## src/rtl/riscv_pkg.sv

```systemverilog
// rtl/riscv_pkg.sv - shared RV32 constants, fetch FSM state type and address helpers
// Contents: XLEN, base opcode constants, fetch_state_t, word_align().
package riscv_pkg;

    localparam int XLEN = 32;

    // Base opcodes (instr[6:0]) consumed by main_decoder.
    localparam logic [6:0] OP_R      = 7'b011_0011;
    localparam logic [6:0] OP_I      = 7'b001_0011;
    localparam logic [6:0] OP_LOAD   = 7'b000_0011;
    localparam logic [6:0] OP_STORE  = 7'b010_0011;
    localparam logic [6:0] OP_BRANCH = 7'b110_0011;

    // REQ   : request outstanding on the memory port
    // WAIT  : request accepted, waiting for its response
    // HOLD  : instruction buffered for decode
    // DRAIN : a response is still owed for a request that a flush cancelled
    typedef enum logic [1:0] {
        ST_REQ   = 2'd0,
        ST_WAIT  = 2'd1,
        ST_HOLD  = 2'd2,
        ST_DRAIN = 2'd3
    } fetch_state_t;

    // Fetch addresses are always word aligned; low bits are simply dropped.
    function automatic logic [XLEN-1:0] word_align(input logic [XLEN-1:0] addr);
        return {addr[XLEN-1:2], 2'b00};
    endfunction

endpackage

```

## src/rtl/pc_next_sel.sv

```systemverilog
// rtl/pc_next_sel.sv - combinational next fetch address selection
// Ports:
//   pc, pc_plus4      : address of held instruction and its sequential successor
//   imm_ext           : sign-extended immediate of the held instruction
//   branch/zero/jump  : decoder/ALU redirect terms, only honoured when accept=1
//   flush, flush_pc   : redirect override, takes priority over everything
//   next_pc           : word-aligned next fetch address
module pc_next_sel
    import riscv_pkg::*;
(
    input  logic [XLEN-1:0] pc,
    input  logic [XLEN-1:0] imm_ext,
    input  logic            branch,
    input  logic            zero,
    input  logic            jump,
    input  logic            accept,
    input  logic            flush,
    input  logic [XLEN-1:0] flush_pc,
    output logic [XLEN-1:0] next_pc,
    output logic [XLEN-1:0] pc_plus4
);

    logic [XLEN-1:0] target;
    logic            pc_src;

    // Plain XLEN-bit adds: wrap-around past 2^32 is the intended behaviour.
    assign pc_plus4 = pc + 32'd4;
    assign target   = pc + imm_ext;

    // Branch/jump terms are meaningless except in the accept cycle, so they
    // are masked here rather than trusting the decoder to keep them quiet.
    assign pc_src = accept & ((branch & zero) | jump);

    always_comb begin
        next_pc = word_align(pc_plus4);
        if (flush) begin
            next_pc = word_align(flush_pc);
        end else if (pc_src) begin
            next_pc = word_align(target);
        end
    end

endmodule

```

## src/rtl/instr_fetch.sv

```systemverilog
// rtl/instr_fetch.sv - single-outstanding instruction fetch unit with decode hand-off
// Ports:
//   clk, rst_n                         : clock, asynchronous active-low reset
//   imem_req_valid/ready, imem_addr    : instruction memory request channel
//   imem_rsp_valid, imem_rsp_data      : instruction memory response channel
//   instr_valid/ready, instr, opcode   : held instruction towards decode
//   pc, pc_plus4                       : address of held instruction and +4
//   branch, zero, jump, imm_ext        : redirect inputs sampled on accept
//   flush, flush_pc                    : pipeline redirect
module instr_fetch
    import riscv_pkg::*;
#(
    parameter logic [31:0] RESET_PC = 32'h0000_0000
) (
    input  logic            clk,
    input  logic            rst_n,
    output logic            imem_req_valid,
    output logic [XLEN-1:0] imem_addr,
    input  logic            imem_req_ready,
    input  logic            imem_rsp_valid,
    input  logic [XLEN-1:0] imem_rsp_data,
    output logic            instr_valid,
    input  logic            instr_ready,
    output logic [XLEN-1:0] instr,
    output logic [6:0]      opcode,
    output logic [XLEN-1:0] pc,
    output logic [XLEN-1:0] pc_plus4,
    input  logic            branch,
    input  logic            zero,
    input  logic            jump,
    input  logic [XLEN-1:0] imm_ext,
    input  logic            flush,
    input  logic [XLEN-1:0] flush_pc
);

    fetch_state_t    state;
    fetch_state_t    state_nxt;

    logic [XLEN-1:0] fetch_pc;
    logic [XLEN-1:0] pc_q;
    logic [XLEN-1:0] instr_q;
    logic [XLEN-1:0] next_pc;

    // Holds the request port quiet during reset and for the cycle up to the
    // first rising edge after release, so no handshake can happen while the
    // reset is still settling.
    logic            fetch_en;

    logic            accept;
    logic            capture;
    logic            load_fetch_pc;

    pc_next_sel u_pc_next_sel (
        .pc       (pc_q),
        .imm_ext  (imm_ext),
        .branch   (branch),
        .zero     (zero),
        .jump     (jump),
        .accept   (accept),
        .flush    (flush),
        .flush_pc (flush_pc),
        .next_pc  (next_pc),
        .pc_plus4 (pc_plus4)
    );

    always_ff @(posedge clk or negedge rst_n) begin
        if (!rst_n) begin
            state <= ST_REQ;
        end else begin
            state <= state_nxt;
        end
    end

    always_comb begin
        state_nxt     = state;
        accept        = 1'b0;
        capture       = 1'b0;
        load_fetch_pc = 1'b0;
        case (state)
            ST_REQ: begin
                if (flush) begin
                    load_fetch_pc = 1'b1;
                    // The old-address request still handshakes this cycle;
                    // its response must be thrown away.
                    if (fetch_en && imem_req_ready) begin
                        state_nxt = ST_DRAIN;
                    end
                end else if (fetch_en && imem_req_ready) begin
                    state_nxt = ST_WAIT;
                end
            end
            ST_WAIT: begin
                if (flush) begin
                    load_fetch_pc = 1'b1;
                    // A response landing in the flush cycle already settles
                    // the cancelled request, so nothing is left to drain.
                    state_nxt = imem_rsp_valid ? ST_REQ : ST_DRAIN;
                end else if (imem_rsp_valid) begin
                    capture   = 1'b1;
                    state_nxt = ST_HOLD;
                end
            end
            ST_HOLD: begin
                // Flush beats a coincident accept; redirect terms are dropped.
                if (flush) begin
                    load_fetch_pc = 1'b1;
                    state_nxt     = ST_REQ;
                end else if (instr_ready) begin
                    accept        = 1'b1;
                    load_fetch_pc = 1'b1;
                    state_nxt     = ST_REQ;
                end
            end
            ST_DRAIN: begin
                if (flush) begin
                    load_fetch_pc = 1'b1;
                end
                if (imem_rsp_valid) begin
                    state_nxt = ST_REQ;
                end
            end
            default: begin
                state_nxt = ST_REQ;
            end
        endcase
    end

    always_ff @(posedge clk or negedge rst_n) begin
        if (!rst_n) begin
            fetch_en <= 1'b0;
            fetch_pc <= RESET_PC;
            pc_q     <= RESET_PC;
            instr_q  <= '0;
        end else begin
            fetch_en <= 1'b1;
            if (load_fetch_pc) begin
                fetch_pc <= next_pc;
            end
            // fetch_pc is untouched between request and response unless a
            // flush intervened, in which case nothing is captured.
            if (capture) begin
                instr_q <= imem_rsp_data;
                pc_q    <= fetch_pc;
            end
        end
    end

    assign imem_req_valid = fetch_en && (state == ST_REQ);
    assign imem_addr      = word_align(fetch_pc);
    assign instr_valid    = (state == ST_HOLD);
    assign instr          = instr_q;
    assign opcode         = instr_q[6:0];
    assign pc             = pc_q;

endmodule
```

## config.mk

```make
export PLATFORM = sky130hd
export DESIGN_NAME = instr_fetch
export DESIGN_NICKNAME = d
export VERILOG_FILES = /design/src/rtl/riscv_pkg.sv /design/src/rtl/pc_next_sel.sv /design/src/rtl/instr_fetch.sv
export SDC_FILE = /design/constraint.sdc
export NUM_CORES = 1
export LEC_CHECK = 0
export CORE_AREA = 4 4 129 131
export CTS_BUF_LIST = sky130_fd_sc_hd__clkbuf_8
export CTS_CLUSTER_SIZE = 14
export DETAILED_ROUTE_END_ITERATION = 16
export DIE_AREA = 0 0 133 135
export MAX_ROUTING_LAYER = met4
export PLACE_DENSITY = 0.76
export SYNTH_ARGS = -nofsm -noshare
export SYNTH_HDL_FRONTEND = slang
export SYNTH_SLANG_ARGS = --single-unit
```

## constraint.sdc

```tcl
create_clock -name clk -period 3.2 [get_ports clk]
set_input_delay 0.8 -clock clk [delete_from_list [all_inputs] [get_ports clk]]
set_output_delay 0.8 -clock clk [all_outputs]
set_load 0.01 [all_outputs]
```

# Word level (Yosys, flattened, before mapping)

Index checks and enable logic that the tools add are counted.

Memory bits (read-only): 0
Word-level logic and storage cells: 43
Bits in writable memories: 0
Output and inout bits: 137
Flip-flop bits (word level): 99
Bits of input ports: 105
Latch bits: 0
Memories kept: 0

Muxes and demuxes: 21
Multiply operators: 0
Bitwise gates (word level): 3
$add $sub $neg: 2
Magnitude comparators: 0
Reduce and logical (&&, ||, !) cells: 5
Shifts and indexed selects: 0
Divide/modulo/power cells: 0
Equality and inequality tests: 7

Operators with widths:

| operator                                                        | count |
|---|---|
| 32-bit 2-to-1 mux                                               | 2 |
| 32-bit by 3-bit adder with 32-bit output, second input constant | 1 |
| 32-bit adder                                                    | 1 |
| 2-bit 2-to-1 mux                                                | 9 |
| 1-bit 2-to-1 mux                                                | 8 |
| 2-bit case mux with 4 select lines                              | 1 |
| 2-bit == test, second input constant                            | 2 |
| 2-bit != test, second input constant                            | 2 |
| 4-bit AND reduction                                             | 1 |
| 3-bit by 1-bit != test with 1-bit output, second input constant | 1 |
| 3-bit != test, second input constant                            | 1 |
| 3-bit OR reduction                                              | 1 |
| 1-bit AND                                                       | 2 |
| 2-bit by 1-bit == test with 1-bit output, second input constant | 1 |
| 1-bit logical AND                                               | 2 |
| 2-bit logical NOT                                               | 1 |
| 1-bit case mux with 2 select lines                              | 1 |
| 1-bit bitwise OR                                                | 1 |

# Logic depth before layout (Yosys ltp)

Gate-level depths: netlist of run 1.

Word-level depth: 6
Mapped depth: 10
Depth with buffers taken out: 10

# By module

A second synthesis of run 1 with hierarchy kept.

Cells, all modules: 666
Area total of the unflattened synthesis: 6,779.0 sq um

Modules (own cells, without submodules):

| module      | times used | cells each | area an instance (sq um) | sequential area each (sq um) |
|---|---|---|---|---|
| instr_fetch | 1          | 259        | 4,037.6                  | 2,477.4 |
| pc_next_sel | 1          | 407        | 2,741.4                  | 0.0 |

# Least setup slack after synthesis of run 1

Ideal clock, no wire load.

Kind: input to register
Start point: input port imm_ext[3]
End point: register fetch_pc[29]
Arrival time: 2.932 ns
Library setup time: 0.126 ns
Stages on the path: 9
Path buffers: 0
Setup slack: 0.142 ns
Data required time: 3.074 ns
Cells stage by stage: ha_1 > a211o_1 > a2111o_1 > a211oi_2 > nor3_1 > a211o_1 > nand4_1 > mux2i_1 > a221o_1

Word-level cells in the longest chain between the ends: 3

RTL lines:

| item                   | line               | source |
|---|---|---|
| start: declaration     | instr_fetch.sv:31  | `input logic [XLEN-1:0] imm_ext,` |
| 32-bit adder           | pc_next_sel.sv:28  | `assign target = pc + imm_ext;` |
| 32-bit 2-to-1 mux      | pc_next_sel.sv:38  | `end else if (pc_src) begin` |
| 32-bit 2-to-1 mux      | pc_next_sel.sv:36  | `if (flush) begin` |
| end signal: assignment | instr_fetch.sv:137 | `fetch_pc <= next_pc;` |
| end: declaration       | instr_fetch.sv:39  | `logic [XLEN-1:0] fetch_pc;` |

No other way between the ends.
A chain may end at the register's enable or synchronous reset.

# Worst setup path in the final report of run 1

Start point: register pc_q[10] (netlist: pc[10])
End point: output port pc_plus4[25]

Word-level cells in the longest chain between the ends: 1

RTL lines:

| item                                     | line               | source |
|---|---|---|
| start: declaration                       | instr_fetch.sv:40  | `logic [XLEN-1:0] pc_q;` |
| start signal: assignment                 | instr_fetch.sv:143 | `pc_q <= fetch_pc;` |
| 32-bit by 3-bit adder with 32-bit output | pc_next_sel.sv:27  | `assign pc_plus4 = pc + 32'd4;` |
| end: declaration                         | instr_fetch.sv:27  | `output logic [XLEN-1:0] pc_plus4,` |

No other way between the ends.

==> results of run 1 <==
[where the power goes]
| group | internal (mW) | leakage, nW | switching [mW] |
|---|---|---|---|
| Sequential | 1.67 | 1.14 | 0.417 |
| Clock | 0.378 | 0.100 | 0.494 |
| Combinational | 3.13 | 2.94 | 2.66 |
| Total | 5.18 | 4.18 | 3.57 |
[worst paths after layout]
path	start	end	slack [ns]	depth (start not counted)
worst min-delay path	rst_n	fetch_pc[5]$_DFFE_PN0P_	0.39	1
worst max register to register	pc[3]$_DFFE_PN0P_	fetch_pc[29]$_DFFE_PN0P_	0.22	10
max in group asynchronous	rst_n	instr[20]$_DFFE_PN0P_	2.00	2
worst min register to register	instr[24]$_DFFE_PN0P_	instr[24]$_DFFE_PN0P_	0.51	1
min in group clk	instr[24]$_DFFE_PN0P_	instr[24]$_DFFE_PN0P_	0.51	1
worst max-delay path	pc[10]$_DFFE_PN0P_	pc_plus4[25]	0.12	7
[layout make-up]
cell class	count	share of cell area, %
Clock buffer	9	1.29
Timing Repair Buffer	328	31.3
Tap cell	216	2.81
Inverter	9	0.351
Antenna cell	1	0.0260
Clock inverter	7	0.885
Sequential cell	95	24.8
Multi-Input combinational cell	507	38.6
[routing by layer]
metal  vias up  global-route usage, %  part of all wire [%]
li1       2953                      -                     -
met1      3028                   30.2                    42
met2       295                   40.4                    48
met3        60                   4.84                   7.1
met4         0                   9.99                   3.1
met5         -                      -                     0
[sequential cells by signal, indices dropped and copies added (netlist names)]
register,cells
fetch_en,1
pc,30
fetch_pc,30
state,2
instr,32
[stage by stage]
stage / hold WS, ns / utilization, % / setup slack [ns] / cells
2_1_floorplan: 0.502 / - / 0.142 / 654
3_3_place_gp: 0.488 / 59.1 / -0.420 / 1149
3_5_place_dp: 0.495 / 59.1 / -0.433 / 1149
4_1_cts: 0.421 / 61.1 / 0.00507 / 1171
5_1_grt: 0.424 / 61.6 / -0.0405 / 1172
6_report: 0.391 / 61.6 / 0.118 / 1172
[Yosys cell counts (all sizes together) (17+ instances only)]
cell    count
nand4      18
mux2       60
clkbuf     28
xnor2      37
xor2       18
dfrtp      95
nor2       40
ha         30
o21ai      37
nand2      62
nand3      17
a21oi      57
[cells by family (layout without fill, tap and decap cells)]
family,count (synthesis),after routing,synth area share [%]
AO/OA/AOI/OAI,173,173,17.8
flip-flops,95,95,38.7
other,2,8,0.122
buffers and inverters,52,353,4.04
XOR/XNOR,55,55,7.85
AND/OR/NAND/NOR,180,180,13.8
multiplexers,61,61,11.2
adder cells (fa/ha/maj),31,31,6.44
[cells in the final DEF (no fill, tap or decap), types with 3 or more instances in the layout]
master,Yosys,final
clkdlybuf4s50_1,0,209
buf_4,14,97
dfrtp_1,95,92
nand2_1,62,62
mux2_2,60,60
a21oi_1,57,56
nor2_1,40,39
o21ai_0,37,35
ha_1,30,28
xnor2_1,37,25
nand4_1,18,18
xor2_1,18,17
nand3_1,17,15
xnor2_2,0,12
a21o_1,12,12
a211oi_1,11,11
dlygate4sd2_1,0,11
and3_1,12,10
inv_1,9,9
clkbuf_8,0,9
nor3_1,9,7
conb_1,2,7
o22ai_1,6,6
clkbuf_2,0,6
nor2b_1,5,5
a31oi_1,7,5
o21a_1,5,5
a221oi_1,6,5
a22oi_1,4,4
and2_1,4,3
o21bai_1,3,3
a211o_1,3,3
o211ai_1,3,3
dfrtp_2,0,3
[timing repair]
item / CTS / global route
pin swaps: 12 / 9
setup buffers: 6 / 0
resized for setup: 35 / 36
setup endpoints to repair: 25 / 28
[worst max-delay path, stage by stage (launching register included)]
cell             delay [ns]
dfrtp_1                0.38
nand4_1                0.19
nor4_2                 0.34
buf_4                  0.17
and2_4                 0.19
nand3_1                0.14
xnor2_2                0.21
clkdlybuf4s15_1        0.27
==> results.py, run 1 <==
metrics = {
    "status": {
        "outcome": "finished, final reports clean",
    },
    "cells_and_area": {
        "areaGrowthSynthToFinish_pct": 56.7,
        "n_fill_cell": 1326,
        "drive_gt1_share_pct": 22.8,
        "final_net_count": 1086,
        "multiInputGateArea_sq_um": 3710,
        "seq_area_sq_um": 2380,
        "stdcell_area_sq_um": 9610,
    },
    "synth": {
        "synth.avg_cell_area_sq_um": 9.45,
        "seq_area_frac_synth_pct": 38.7,
        "synth_edf_count": 0,
        "yosysTopAreaCellShare_pct": 38.7,
        "synth.area.top_cells": "dfrtp_1 39%, mux2_2 11%, ha_1 6.1%",
        "ys_async_sr_fraction_pct": 100,
        "syn_inst": 649,
        "yosys_warnings": 0,
        "synthesis.area_sq_um": 6140,
        "synth_seq_cells": 95,
        "yosysTopAreaCell": "dfrtp_1",
        "yosys_most_used_dff": "dfrtp_1",
        "post_synth_num_cell_types": 56,
    },
    "clock_tree": {
        "cts_sinks": 95,
        "cts_max_path_buffers": 2,
        "cts_root_buf": "clkbuf_8",
        "cts_hold_buf": 0,
        "clk_pin_slew_ns": 0.10,
        "cts-buffers-inserted": 9,
        "clock_latency_ns": 0.39,
        "tritoncts": "done",
        "cts.htree.levels": 3,
    },
    "sta": {
        "post-route-min-period_ns": 3.08,
        "setup-tns-final_ns": 0,
        "hold_violations": 0,
        "skew_ns": 0.0134,
        "worstMarginPinSlew_ns": 0.662,
        "max-slew-margin-rel_pct": 55.7,
        "maxSlewViolCount": 0,
        "clock.fmax_mhz": 324,
        "period_share_pct": 96.3,
        "setup-violations-final": 0,
    },
    "placed_design": {
        "dp_hpwl_mm": 16.5,
        "placed_area_sq_um": 9210,
        "routabilityCongestion": 0.933,
        "port_buffers": 231,
    },
    "die": {
        "die_area_sq_um": 18000,
        "die_y_microns": 135,
        "io_pins": 242,
        "rows": 46,
        "initial_core_util_pct": 39.3,
        "core-area_sq_um": 15600,
        "die_w_microns": 133,
    },
    "detailed_routing": {
        "ant_nets": 0,
        "wl_per_cell_microns": 18.9,
        "viasPerCell": 5.41,
        "via_count": 6336,
        "remaining_drc_errors": 0,
        "drt-initial-drc-count": 422,
        "wirelength_mm": 22.1,
        "firstDrtPassIters": 5,
    },
    "power": {
        "power_density_nw_per_um2": 911,
        "p_leak_nw": 4.18,
        "peakVddDrop_v": 0.000422,
        "total_power_mw": 8.76,
    },
    "flow_run": {
        "max_cap_violations": 0,
    },
    "global_routing": {
        "grt-ovfl-total": 0,
        "grt_use_total_pct": 24.7,
        "grt_max_degree": 66,
        "grt_pass1_wl_mm": 34.0,
        "grt_pass1_vias": 6407,
        "antenna_found_initial": 1,
    },
    "critical_path": {
        "required_ns": 2.40,
        "arrival_ns": 2.28,
        "crit_type": "reg -> out",
        "startpoint_type": "flop",
        "end_kind": "primary output",
        "critPathMaxFanout": 5,
    },
    "hold_path": {
        "hold_path_class": "in -> async",
    },
}
Power figures use the tool's default switching activity.
==> inputs of run 2 (changes only) <==
--- a/config.mk
+++ b/config.mk
@@ -10,7 +10,6 @@
 export CTS_CLUSTER_SIZE = 14
 export DETAILED_ROUTE_END_ITERATION = 16
 export DIE_AREA = 0 0 133 135
-export MAX_ROUTING_LAYER = met4
 export PLACE_DENSITY = 0.76
 export SYNTH_ARGS = -nofsm -noshare
 export SYNTH_HDL_FRONTEND = slang
==> run 2 against run 1 <==
Against the previous run:
- worst hold slack gained 0.11 ns
- sequential power is essentially flat
- fmax shrank 2.0%
- clock-buffer cell count is the same
- critical path depth is the same
- design area is essentially flat
- sequential share of layout area is essentially flat
- flip-flop and latch count is the same
- utilization is essentially flat
- die area is the same
- cell count grew 0.26%
- critical endpoint is now pc_plus4[29]
==> results.py, run 2 (synthesis gave the netlist of run 1 again) <==
metrics = {
    "status": {
        "outcome": "finished, final reports clean",
    },
    "global_routing": {
        "met3_usage_pct": 4.69,
        "grt-ovfl-total": 0,
        "top_usage_layer": "met2",
        "grt_use_total_pct": 24.1,
        "grt_pass1_wl_mm": 34.0,
        "grt_pass1_vias": 6379,
        "met1_usage_pct": 30.0,
        "grt_use_met2_pct": 41.5,
        "antenna_found_initial": 0,
        "grt_max_degree": 62,
    },
    "clock_tree": {
        "cts_max_path_buffers": 2,
        "cts_sinks": 95,
        "cts_root_buf": "clkbuf_8",
        "clk_pin_slew_ns": 0.11,
        "cts.htree.levels": 3,
        "clock_latency_ns": 0.39,
        "tritoncts": "done",
        "cts-buffers-inserted": 9,
    },
    "die": {
        "die_area_sq_um": 18000,
        "io_pins": 242,
        "core-area_sq_um": 15600,
        "die_w_microns": 133,
        "die_y_microns": 135,
        "initial_core_util_pct": 39.3,
        "rows": 46,
    },
    "cells_and_area": {
        "areaGrowthSynthToFinish_pct": 56.6,
        "drive_gt1_share_pct": 21.8,
        "stdcell_area_sq_um": 9610,
        "largest_register_ff_count": 32,
        "n_fill_cell": 1313,
        "layout_commonest_cell": "clkdlybuf4s50_1",
        "final_net_count": 1090,
        "n_antenna_cell": 0,
        "final_cell_mix": "207 x clkdlybuf4s50_1, 99 x buf_4, 92 x dfrtp_1",
    },
    "sta": {
        "max-slew-margin-rel_pct": 47.5,
        "period_share_pct": 98.3,
        "maxSlewViolCount": 0,
        "hold_violations": 0,
        "post-route-min-period_ns": 3.14,
        "setup-violations-final": 0,
        "worstMarginPinSlew_ns": 0.788,
        "skew_ns": 0.0137,
        "finalWorstSetupSlack_ns": 0.0554,
        "clock.fmax_mhz": 318,
    },
    "detailed_routing": {
        "viasPerCell": 5.32,
        "remaining_drc_errors": 0,
        "ant_nets": 0,
        "firstDrtPassIters": 5,
        "wl_per_cell_microns": 18.8,
        "drt-initial-drc-count": 309,
        "via_count": 6250,
        "wirelength_mm": 22.1,
    },
    "critical_path": {
        "critPathMaxFanout": 5,
        "worst-path-buf-inv": 2,
        "startpoint_type": "flop",
        "cp.depth": 7,
        "required_ns": 2.40,
        "crit_type": "reg -> out",
        "path_delay_family": "simple AND/OR/NAND/NOR gates",
        "critical_path.max_stage_delay_ns": 0.38,
        "crit_slowest_cell": "dfrtp_1",
        "r2r_cells": 10,
        "arrival_ns": 2.34,
        "cp_common_cell": "nand4_1",
        "path_cells": "nand4_1 > nor4_2 > buf_4 > and2_2 > nand4_1 > xnor2_2 > dlygate4sd2_1",
        "end_kind": "primary output",
    },
    "placed_design": {
        "placed_area_sq_um": 9240,
        "dp_hpwl_mm": 16.8,
        "routabilityCongestion": 0.924,
        "dp_slack_ns": -0.482,
        "port_buffers": 231,
    },
    "flow_run": {
        "max_cap_violations": 0,
    },
    "power": {
        "p_leak_nw": 4.19,
        "power_density_nw_per_um2": 910,
        "peakVddDrop_v": 0.000524,
    },
    "hold_path": {
        "hold_path_class": "in -> async",
    },
}
[run 2: what timing repair did]
action	CTS	global route
pin swaps	6	10
hold buffers	0	0
gates resized for setup	30	26
setup endpoints to repair	23	21
cloned	0	0
buffers inserted	2	4
[run 2: layout make-up]
type | count | area, sq um | share of cell area, %
Multi-Input combinational cell | 507 | 3660 | 38.0
Timing Repair Buffer | 332 | 3060 | 31.8
Sequential cell | 95 | 2380 | 24.8
Tap cell | 216 | 270 | 2.81
Clock buffer | 9 | 124 | 1.29
Clock inverter | 7 | 87.6 | 0.911
Inverter | 9 | 33.8 | 0.351
[run 2: final timing paths]
kind                                       startpoint  slack [ns]                       end
worst min register to register  instr[25]$_DFFE_PN0P_        0.51     instr[25]$_DFFE_PN0P_
worst min-delay path                            rst_n        0.50     instr[22]$_DFFE_PN0P_
worst max register to register      pc[3]$_DFFE_PN0P_        0.19  fetch_pc[29]$_DFFE_PN0P_
worst max-delay path               pc[15]$_DFFE_PN0P_        0.06              pc_plus4[29]
min in group clk                instr[25]$_DFFE_PN0P_        0.51     instr[25]$_DFFE_PN0P_
max in group asynchronous                       rst_n        2.02  fetch_pc[18]$_DFFE_PN0P_
[run 2: where the power goes]
group,total (mW),internal (mW),switching (mW)
Combinational,5.79,3.14,2.65
Sequential,2.08,1.67,0.410
Clock,0.882,0.380,0.502
Total,8.75,5.19,3.56
[run 2: per-stage QoR]
stage,hold WS (ns),std cells,setup TNS [ns],utilization [%],power [mW]
6_report,0.503,1175,0,61.6,8.75
5_1_grt,0.531,1175,-0.00675,61.6,9.32
4_1_cts,0.501,1171,-0.0519,60.9,8.64
3_5_place_dp,0.495,1153,-5.66,59.3,7.75
3_3_place_gp,0.488,1153,-5.37,59.3,7.66
2_1_floorplan,0.502,654,0,-,4.80
[run 2: layer usage]
| layer | vias up | wire length (microns) | part of all wire [%] |
|---|---|---|---|
| met2 | 273 | 10900 | 50 |
| met3 | 33 | 1450 | 6.6 |
| li1 | 2956 | - | - |
| met1 | 2988 | 9180 | 42 |
| met4 | 0 | 519 | 2.4 |
| met5 | - | 0 | 0 |
